===== config.mk =====
export PLATFORM = sky130hd
export DESIGN_NAME = hazard_ctrl_flat
export DESIGN_NICKNAME = d
export VERILOG_FILES = /design/src/rtl/hazard_ctrl_pkg.sv /design/src/rtl/hazard_ctrl_if.sv /design/src/rtl/hazard_ctrl_fwd_sel.sv /design/src/rtl/hazard_ctrl.sv /design/src/flat_wrapper.sv
export SDC_FILE = /design/constraint.sdc
export NUM_CORES = 1
export LEC_CHECK = 0
export ABC_AREA = 1
export BUFFER_PORTS_ARGS = -buffer_cell sky130_fd_sc_hd__clkbuf_2
export CAP_MARGIN = 40
export CORE_UTILIZATION = 55
export DETAILED_ROUTE_END_ITERATION = 12
export GPL_TIMING_DRIVEN = 0
export PLACE_DENSITY = 0.88
export SYNTH_ARGS = -nofsm -noshare
export SYNTH_HDL_FRONTEND = slang
export SYNTH_SLANG_ARGS = --single-unit
export TNS_END_PERCENT = 20

===== constraint.sdc =====
create_clock -name clk -period 2.1 [get_ports clk]
set_input_delay 0.315 -clock clk [delete_from_list [all_inputs] [get_ports clk]]
set_output_delay 0.315 -clock clk [all_outputs]
set_load 0.05 [all_outputs]

===== src/rtl/hazard_ctrl_pkg.sv =====
// Shared types and encodings for the pipeline hazard controller.
package hazard_pkg;

  typedef enum logic [1:0] {
    WARMUP   = 2'd0,
    RUN      = 2'd1,
    MEM_WAIT = 2'd2
  } hz_state_e;

  // Execute-stage operand source select.
  localparam logic [1:0] FWD_RF = 2'b00;
  localparam logic [1:0] FWD_W  = 2'b01;
  localparam logic [1:0] FWD_M  = 2'b10;

endpackage


===== src/rtl/hazard_ctrl_if.sv =====
// Bundle between the 5-stage pipeline datapath (master) and the hazard unit (slave).
// No valid/ready pairs here: every signal is level-sampled each cycle, the
// pipeline presents stage register fields and the hazard unit answers in the same cycle.
interface hazard_ctrl_if #(
  parameter int REG_AW    = 5,
  parameter int CNT_WIDTH = 32
);
  logic [REG_AW-1:0]    Rs1D;
  logic [REG_AW-1:0]    Rs2D;
  logic [REG_AW-1:0]    Rs1E;
  logic [REG_AW-1:0]    Rs2E;
  logic [REG_AW-1:0]    RdE;
  logic [REG_AW-1:0]    RdM;
  logic [REG_AW-1:0]    RdW;
  logic                 MemReadE;
  logic                 RegWriteM;
  logic                 RegWriteW;
  logic                 PCSrcE;
  logic                 MemReqM;
  logic                 MemReadyM;

  logic                 StallF;
  logic                 StallD;
  logic                 StallE;
  logic                 StallM;
  logic                 FlushD;
  logic                 FlushE;
  logic                 FlushW;
  logic [1:0]           ForwardAE;
  logic [1:0]           ForwardBE;
  logic                 MemTimeout;
  logic [CNT_WIDTH-1:0] StallCycles;
  logic [CNT_WIDTH-1:0] FlushEvents;

  modport master (
    output Rs1D, Rs2D, Rs1E, Rs2E, RdE, RdM, RdW,
    output MemReadE, RegWriteM, RegWriteW, PCSrcE, MemReqM, MemReadyM,
    input  StallF, StallD, StallE, StallM, FlushD, FlushE, FlushW,
    input  ForwardAE, ForwardBE, MemTimeout, StallCycles, FlushEvents
  );

  modport slave (
    input  Rs1D, Rs2D, Rs1E, Rs2E, RdE, RdM, RdW,
    input  MemReadE, RegWriteM, RegWriteW, PCSrcE, MemReqM, MemReadyM,
    output StallF, StallD, StallE, StallM, FlushD, FlushE, FlushW,
    output ForwardAE, ForwardBE, MemTimeout, StallCycles, FlushEvents
  );

endinterface


===== src/rtl/hazard_ctrl_fwd_sel.sv =====
// Forwarding select for one Execute operand; Memory-stage result wins over Writeback.
module fwd_sel
  import hazard_pkg::*;
#(
  parameter int REG_AW = 5
) (
  input  logic              i_en,
  input  logic [REG_AW-1:0] i_rs,
  input  logic [REG_AW-1:0] i_rd_m,
  input  logic [REG_AW-1:0] i_rd_w,
  input  logic              i_reg_write_m,
  input  logic              i_reg_write_w,
  output logic [1:0]        o_fwd
);

  logic w_hit_m;
  logic w_hit_w;

  // x0 is hardwired to zero, so a write to it never produces a forwardable value.
  assign w_hit_m = i_reg_write_m && (i_rd_m != '0) && (i_rd_m == i_rs);
  assign w_hit_w = i_reg_write_w && (i_rd_w != '0) && (i_rd_w == i_rs);

  always_comb begin
    o_fwd = FWD_RF;
    if (i_en) begin
      if (w_hit_m) begin
        o_fwd = FWD_M;
      end else if (w_hit_w) begin
        o_fwd = FWD_W;
      end
    end
  end

endmodule


===== src/rtl/hazard_ctrl.sv =====
// Hazard controller for the F/D/E/M/W core: warm-up hold, load-use stall, branch flush,
// operand forwarding, data-memory freeze with sticky timeout, saturating perf counters.
module hazard_ctrl
  import hazard_pkg::*;
#(
  parameter int REG_AW        = 5,
  parameter int WARMUP_CYCLES = 2,
  parameter int MEM_TIMEOUT   = 64,
  parameter int CNT_WIDTH     = 32
) (
  input  logic          clk,
  input  logic          rst_n,
  hazard_ctrl_if.slave  hz,
  output hz_state_e     o_state
);

  localparam int WU_W = (WARMUP_CYCLES > 1) ? $clog2(WARMUP_CYCLES + 1) : 1;
  localparam int WT_W = (MEM_TIMEOUT > 1) ? $clog2(MEM_TIMEOUT + 1) : 1;
  localparam logic [WU_W-1:0] WU_LAST = WU_W'(WARMUP_CYCLES - 1);
  localparam logic [WT_W-1:0] WT_LAST = WT_W'(MEM_TIMEOUT - 1);

  hz_state_e            r_state;
  logic [WU_W-1:0]      r_warm_cnt;
  logic [WT_W-1:0]      r_wait_cnt;
  logic                 r_mem_timeout;
  logic [CNT_WIDTH-1:0] r_stall_cnt;
  logic [CNT_WIDTH-1:0] r_flush_cnt;

  logic       w_active;
  logic       w_freeze;
  logic       w_load_stall;
  logic       w_branch;
  logic       w_stall_f;
  logic       w_stall_d;
  logic       w_stall_e;
  logic       w_stall_m;
  logic       w_flush_d;
  logic       w_flush_e;
  logic       w_flush_w;
  logic [1:0] w_fwd_a;
  logic [1:0] w_fwd_b;

  assign w_active     = (r_state != WARMUP);
  assign w_freeze     = w_active && hz.MemReqM && !hz.MemReadyM;
  assign w_load_stall = hz.MemReadE && (hz.RdE != '0) &&
                        ((hz.RdE == hz.Rs1D) || (hz.RdE == hz.Rs2D));
  assign w_branch     = w_active && !w_freeze && hz.PCSrcE;

  // Priority: warm-up hold, then memory freeze, then taken branch, then load-use.
  // A frozen E stage keeps its branch/load, so they get evaluated again on release.
  always_comb begin
    w_stall_f = 1'b0;
    w_stall_d = 1'b0;
    w_stall_e = 1'b0;
    w_stall_m = 1'b0;
    w_flush_d = 1'b0;
    w_flush_e = 1'b0;
    w_flush_w = 1'b0;
    if (!w_active) begin
      w_stall_f = 1'b1;
      w_flush_d = 1'b1;
      w_flush_e = 1'b1;
    end else if (w_freeze) begin
      w_stall_f = 1'b1;
      w_stall_d = 1'b1;
      w_stall_e = 1'b1;
      w_stall_m = 1'b1;
      w_flush_w = 1'b1;
    end else if (hz.PCSrcE) begin
      w_flush_d = 1'b1;
      w_flush_e = 1'b1;
    end else if (w_load_stall) begin
      w_stall_f = 1'b1;
      w_stall_d = 1'b1;
      w_flush_e = 1'b1;
    end
  end

  fwd_sel #(.REG_AW(REG_AW)) u_fwd_a (
    .i_en          (w_active),
    .i_rs          (hz.Rs1E),
    .i_rd_m        (hz.RdM),
    .i_rd_w        (hz.RdW),
    .i_reg_write_m (hz.RegWriteM),
    .i_reg_write_w (hz.RegWriteW),
    .o_fwd         (w_fwd_a)
  );

  fwd_sel #(.REG_AW(REG_AW)) u_fwd_b (
    .i_en          (w_active),
    .i_rs          (hz.Rs2E),
    .i_rd_m        (hz.RdM),
    .i_rd_w        (hz.RdW),
    .i_reg_write_m (hz.RegWriteM),
    .i_reg_write_w (hz.RegWriteW),
    .o_fwd         (w_fwd_b)
  );

  always_ff @(posedge clk or negedge rst_n) begin
    if (!rst_n) begin
      r_state       <= WARMUP;
      r_warm_cnt    <= '0;
      r_wait_cnt    <= '0;
      r_mem_timeout <= 1'b0;
      r_stall_cnt   <= '0;
      r_flush_cnt   <= '0;
    end else begin
      case (r_state)
        WARMUP: begin
          if (r_warm_cnt == WU_LAST) begin
            r_state <= RUN;
          end else begin
            r_warm_cnt <= r_warm_cnt + 1'b1;
          end
        end
        RUN: begin
          if (w_freeze) begin
            r_state    <= MEM_WAIT;
            r_wait_cnt <= '0;
          end
        end
        MEM_WAIT: begin
          if (!w_freeze) begin
            r_state <= RUN;
          end else begin
            if (r_wait_cnt != '1) begin
              r_wait_cnt <= r_wait_cnt + 1'b1;
            end
            // Sticky: only reset clears it, and it never alters the freeze itself.
            if (r_wait_cnt >= WT_LAST) begin
              r_mem_timeout <= 1'b1;
            end
          end
        end
        default: r_state <= WARMUP;
      endcase

      if (w_active && w_stall_f && (r_stall_cnt != '1)) begin
        r_stall_cnt <= r_stall_cnt + 1'b1;
      end
      if (w_branch && (r_flush_cnt != '1)) begin
        r_flush_cnt <= r_flush_cnt + 1'b1;
      end
    end
  end

  assign hz.StallF      = w_stall_f;
  assign hz.StallD      = w_stall_d;
  assign hz.StallE      = w_stall_e;
  assign hz.StallM      = w_stall_m;
  assign hz.FlushD      = w_flush_d;
  assign hz.FlushE      = w_flush_e;
  assign hz.FlushW      = w_flush_w;
  assign hz.ForwardAE   = w_fwd_a;
  assign hz.ForwardBE   = w_fwd_b;
  assign hz.MemTimeout  = r_mem_timeout;
  assign hz.StallCycles = r_stall_cnt;
  assign hz.FlushEvents = r_flush_cnt;
  assign o_state        = r_state;

endmodule


===== src/flat_wrapper.sv =====
// flat-port wrapper written by rule: the top's interface ports become plain ports
module hazard_ctrl_flat import hazard_pkg::*;
#(
  parameter int REG_AW        = 5,
  parameter int WARMUP_CYCLES = 2,
  parameter int MEM_TIMEOUT   = 64,
  parameter int CNT_WIDTH     = 32
)
  (clk, rst_n, o_state, hz_Rs1D, hz_Rs2D, hz_Rs1E, hz_Rs2E, hz_RdE, hz_RdM, hz_RdW, hz_MemReadE, hz_RegWriteM, hz_RegWriteW, hz_PCSrcE, hz_MemReqM, hz_MemReadyM, hz_StallF, hz_StallD, hz_StallE, hz_StallM, hz_FlushD, hz_FlushE, hz_FlushW, hz_ForwardAE, hz_ForwardBE, hz_MemTimeout, hz_StallCycles, hz_FlushEvents);
  hazard_ctrl_if #(.REG_AW(REG_AW), .CNT_WIDTH(CNT_WIDTH)) hz_i ();
  input  logic clk;
  input  logic rst_n;
  output hz_state_e o_state;
  input wire logic [$bits(hz_i.Rs1D)-1:0] hz_Rs1D;
  input wire logic [$bits(hz_i.Rs2D)-1:0] hz_Rs2D;
  input wire logic [$bits(hz_i.Rs1E)-1:0] hz_Rs1E;
  input wire logic [$bits(hz_i.Rs2E)-1:0] hz_Rs2E;
  input wire logic [$bits(hz_i.RdE)-1:0] hz_RdE;
  input wire logic [$bits(hz_i.RdM)-1:0] hz_RdM;
  input wire logic [$bits(hz_i.RdW)-1:0] hz_RdW;
  input wire logic [$bits(hz_i.MemReadE)-1:0] hz_MemReadE;
  input wire logic [$bits(hz_i.RegWriteM)-1:0] hz_RegWriteM;
  input wire logic [$bits(hz_i.RegWriteW)-1:0] hz_RegWriteW;
  input wire logic [$bits(hz_i.PCSrcE)-1:0] hz_PCSrcE;
  input wire logic [$bits(hz_i.MemReqM)-1:0] hz_MemReqM;
  input wire logic [$bits(hz_i.MemReadyM)-1:0] hz_MemReadyM;
  output wire logic [$bits(hz_i.StallF)-1:0] hz_StallF;
  output wire logic [$bits(hz_i.StallD)-1:0] hz_StallD;
  output wire logic [$bits(hz_i.StallE)-1:0] hz_StallE;
  output wire logic [$bits(hz_i.StallM)-1:0] hz_StallM;
  output wire logic [$bits(hz_i.FlushD)-1:0] hz_FlushD;
  output wire logic [$bits(hz_i.FlushE)-1:0] hz_FlushE;
  output wire logic [$bits(hz_i.FlushW)-1:0] hz_FlushW;
  output wire logic [$bits(hz_i.ForwardAE)-1:0] hz_ForwardAE;
  output wire logic [$bits(hz_i.ForwardBE)-1:0] hz_ForwardBE;
  output wire logic [$bits(hz_i.MemTimeout)-1:0] hz_MemTimeout;
  output wire logic [$bits(hz_i.StallCycles)-1:0] hz_StallCycles;
  output wire logic [$bits(hz_i.FlushEvents)-1:0] hz_FlushEvents;
  assign hz_i.Rs1D = hz_Rs1D;
  assign hz_i.Rs2D = hz_Rs2D;
  assign hz_i.Rs1E = hz_Rs1E;
  assign hz_i.Rs2E = hz_Rs2E;
  assign hz_i.RdE = hz_RdE;
  assign hz_i.RdM = hz_RdM;
  assign hz_i.RdW = hz_RdW;
  assign hz_i.MemReadE = hz_MemReadE;
  assign hz_i.RegWriteM = hz_RegWriteM;
  assign hz_i.RegWriteW = hz_RegWriteW;
  assign hz_i.PCSrcE = hz_PCSrcE;
  assign hz_i.MemReqM = hz_MemReqM;
  assign hz_i.MemReadyM = hz_MemReadyM;
  assign hz_StallF = hz_i.StallF;
  assign hz_StallD = hz_i.StallD;
  assign hz_StallE = hz_i.StallE;
  assign hz_StallM = hz_i.StallM;
  assign hz_FlushD = hz_i.FlushD;
  assign hz_FlushE = hz_i.FlushE;
  assign hz_FlushW = hz_i.FlushW;
  assign hz_ForwardAE = hz_i.ForwardAE;
  assign hz_ForwardBE = hz_i.ForwardBE;
  assign hz_MemTimeout = hz_i.MemTimeout;
  assign hz_StallCycles = hz_i.StallCycles;
  assign hz_FlushEvents = hz_i.FlushEvents;
  hazard_ctrl #(.REG_AW(REG_AW), .WARMUP_CYCLES(WARMUP_CYCLES), .MEM_TIMEOUT(MEM_TIMEOUT), .CNT_WIDTH(CNT_WIDTH)) u_core (.clk(clk), .rst_n(rst_n), .hz(hz_i), .o_state(o_state));
endmodule

==> results.txt <==
CTS root buffer: clkbuf_8
Total GRT Usage: 28.3%
DRC Markers: 0
num rows: 35
total grt overflow: 0
WHS: 0.121 ns
outcome: finished clean
worst-margin pin slew: 0.610 ns
drt via density: 5.21
Setup crit start kind: flop
clock sinks: 76
mapped cell area: 0.00535 mm2
Crit. End Element: output pin
Async S/R FF share, synth: 100%
Reg clk slew, reported paths: 0.08 ns
Fin. Hold Viols: 0
final worst setup slack: 0.117 ns
worst skew pair latency: 0.35 ns
RSZ-0062 raised after global routing: true
CP arrival: 1.67 ns
synthesized instance count: 791
average size of a mapped cell: 6.76 um2
slew margin rel.: 59.0%
CTS tree: done
number of synthesized register bits: 76
syn_nets: 838
via count: 5510
Final Critical Period: 1.98 ns
Post-synth EDFFs: 0
Inserted Diodes: 0
Netlist cell types: 35
most common flop cell mapped by yosys: dfrtp_1
hpwl dp: 10500 um
First-pass DRT Iterations: 5
CTS Buffer Depth: 2
synthesis warning total: 0
WP data required: 1.78 ns
vias in the first global route: 5016
Final Cycle Share: 94.4%
Die Wd: 101 um
leakage power: 3.27 nW
crit path max fanout: 16
Tightest Hold Check Type: in -> reg
largest net degree at the start of global routing: 41
Iteration-0 DRC Markers: 388
final setup violation count: 0
Die H: 101 um
share of cells above drive strength 1: 20.7%
IO Pins: 121
Final Max Tran Viols: 0
Total Routed Length: 13500 um
Max Cap Viol: 0
Setup TNS: 0 ns
P per Cell Area: 727 mW/mm2
WL/cell: 12.8 um
worst clock skew: 0.0122 ns
critical path type: reg -> out
die area: 0.0101 mm2
antenna violations before repair: 0
Post-Place Setup Slack: -0.149 ns
area grow syn2layout: 19.4%
H-tree depth: 3
peak supply drop: 0.000635 V
CTS Buf Count: 9
fin nets: 971
sequential share of the synthesized area: 35.6%
Core Region: 0.00933 mm2
DRT antenna net count: 0
fmax: 504 MHz
routability cong.: 0.938
I/O Buffers: 120
starting density of the core: 57.3%
global-route wire length before repair: 22800 um
[cell families (layout without fill, tap and decap cells)]
logic type | after synthesis | count (layout) | synth area share [%]
xor+xnor | 57 | 57 | 9.34
buf+inv | 103 | 241 | 8.29
fa+ha+maj | 4 | 4 | 0.936
flops | 76 | 76 | 35.6
simple gates | 528 | 528 | 43.4
compound gates | 23 | 23 | 2.41
[critical path, cell delays in order (launching register included)]
cell,delay (ns)
dfrtp_2,0.42
inv_1,0.08
nand2_2,0.10
nand2_2,0.12
nand2_1,0.11
nand2_2,0.13
inv_6,0.09
o21ai_2,0.06
buf_4,0.20
[what timing repair did]
action	in CTS	in global routing
hold endpoints to repair	36	0
setup buffers	0	1
hold buffers	1	0
setup endpoints to repair	3	4
pin swaps	0	1
gates resized for setup	7	12
[cell usage in the layout (no fill, tap or decap), types with 11 or more instances in the layout]
cell	Yosys	layout
dfrtp_1	76	74
nand3_1	27	27
xor2_1	40	40
nand3b_1	18	18
nor3_1	12	12
nand2_1	294	291
nor2_1	108	107
clkbuf_2	0	114
nand4_1	41	41
xnor2_1	17	17
inv_2	12	11
inv_1	72	72
clkbuf_8	0	13
[synth_stat cells (2+ instances only)]
cell type / instances / area [um2]
nor2_1: 108 / 405
nor2_4: 3 / 33.8
inv_2: 12 / 45.0
nor3_1: 12 / 60.1
buf_2: 6 / 30.0
ha_1: 4 / 50.1
nand4_1: 41 / 257
o41ai_1: 2 / 17.5
nand2_1: 294 / 1100
buf_6: 4 / 45.0
buf_4: 5 / 37.5
nor2_2: 4 / 25.0
nor3_2: 2 / 20.0
or2_2: 3 / 18.8
nand3_1: 27 / 135
dfrtp_1: 76 / 1900
clkbuf_1: 3 / 11.3
o21ai_1: 8 / 40.0
nand3_2: 2 / 20.0
inv_1: 72 / 270
nand3b_1: 18 / 135
a21oi_1: 2 / 10.0
xnor2_1: 17 / 149
and2_1: 2 / 12.5
nand2_2: 5 / 31.3
xor2_1: 40 / 350
nor4_1: 4 / 25.0
o21ai_0: 8 / 40.0
[worst paths after layout]
check                           cells after the start                   endpoint  slack, ns                      from
worst max register to register                     10  u_core.hz.StallCycles[26]       0.23  u_core.hz.StallCycles[0]
worst max-delay path                                8                  hz_FlushE       0.12         u_core.o_state[1]
worst min register to register                      1       u_core.r_warm_cnt[0]       0.49      u_core.r_warm_cnt[0]
min in group asynchronous                           2  u_core.hz.StallCycles[23]       0.49                     rst_n
max in group asynchronous                           3          u_core.o_state[1]       1.01                     rst_n
worst min-delay path                                2          u_core.o_state[1]       0.12              hz_MemReadyM
[routing by layer]
layer  part of all wire, %  vias up  track usage (%)
met5                     0        -                0
met2                    46      211             46.5
li1                      -     2763                -
met3                   6.2       24             4.79
met4                   1.4        0             7.13
met1                    47     2512             39.0
[flip-flops by register name, summed over array words and instances (netlist names)]
name,flops
u_core.r_warm_cnt,2
u_core.r_wait_cnt,7
u_core.hz.StallCycles,32
u_core.o_state,2
u_core.hz.FlushEvents,32
u_core.hz.MemTimeout,1
[cell type report]
type | instances | area, um2
multi-input cells | 612 | 3020
well taps | 129 | 161
fillers | 823 | 2940
repair buffers | 123 | 661
flip-flops and latches | 76 | 1900
clock buffers | 14 | 173
inverters | 85 | 324
clock inverters | 2 | 16.3
plain buffers | 17 | 125
[per-stage QoR]
step / instance area (um2) / utilization (%) / total power (W) / cells
after CTS: 6360 / 68.2 / 0.00463 / 1057
after global routing: 6380 / 68.4 / 0.00488 / 1058
after detailed placement: 6140 / 65.8 / 0.00353 / 1041
after floorplan: 5360 / - / 0.00306 / 791
after global placement: 6120 / 65.6 / 0.00350 / 1040
final: 6380 / 68.4 / 0.00464 / 1058
[where the power goes]
group | internal [W] | leakage [nW] | switching (W)
combinational | 0.000463 | 2.14 | 0.00131
clock | 0.000533 | 0.0933 | 0.000555
sequential | 0.00162 | 1.04 | 0.000164
No activity file was read; power rests on OpenSTA's default activity.
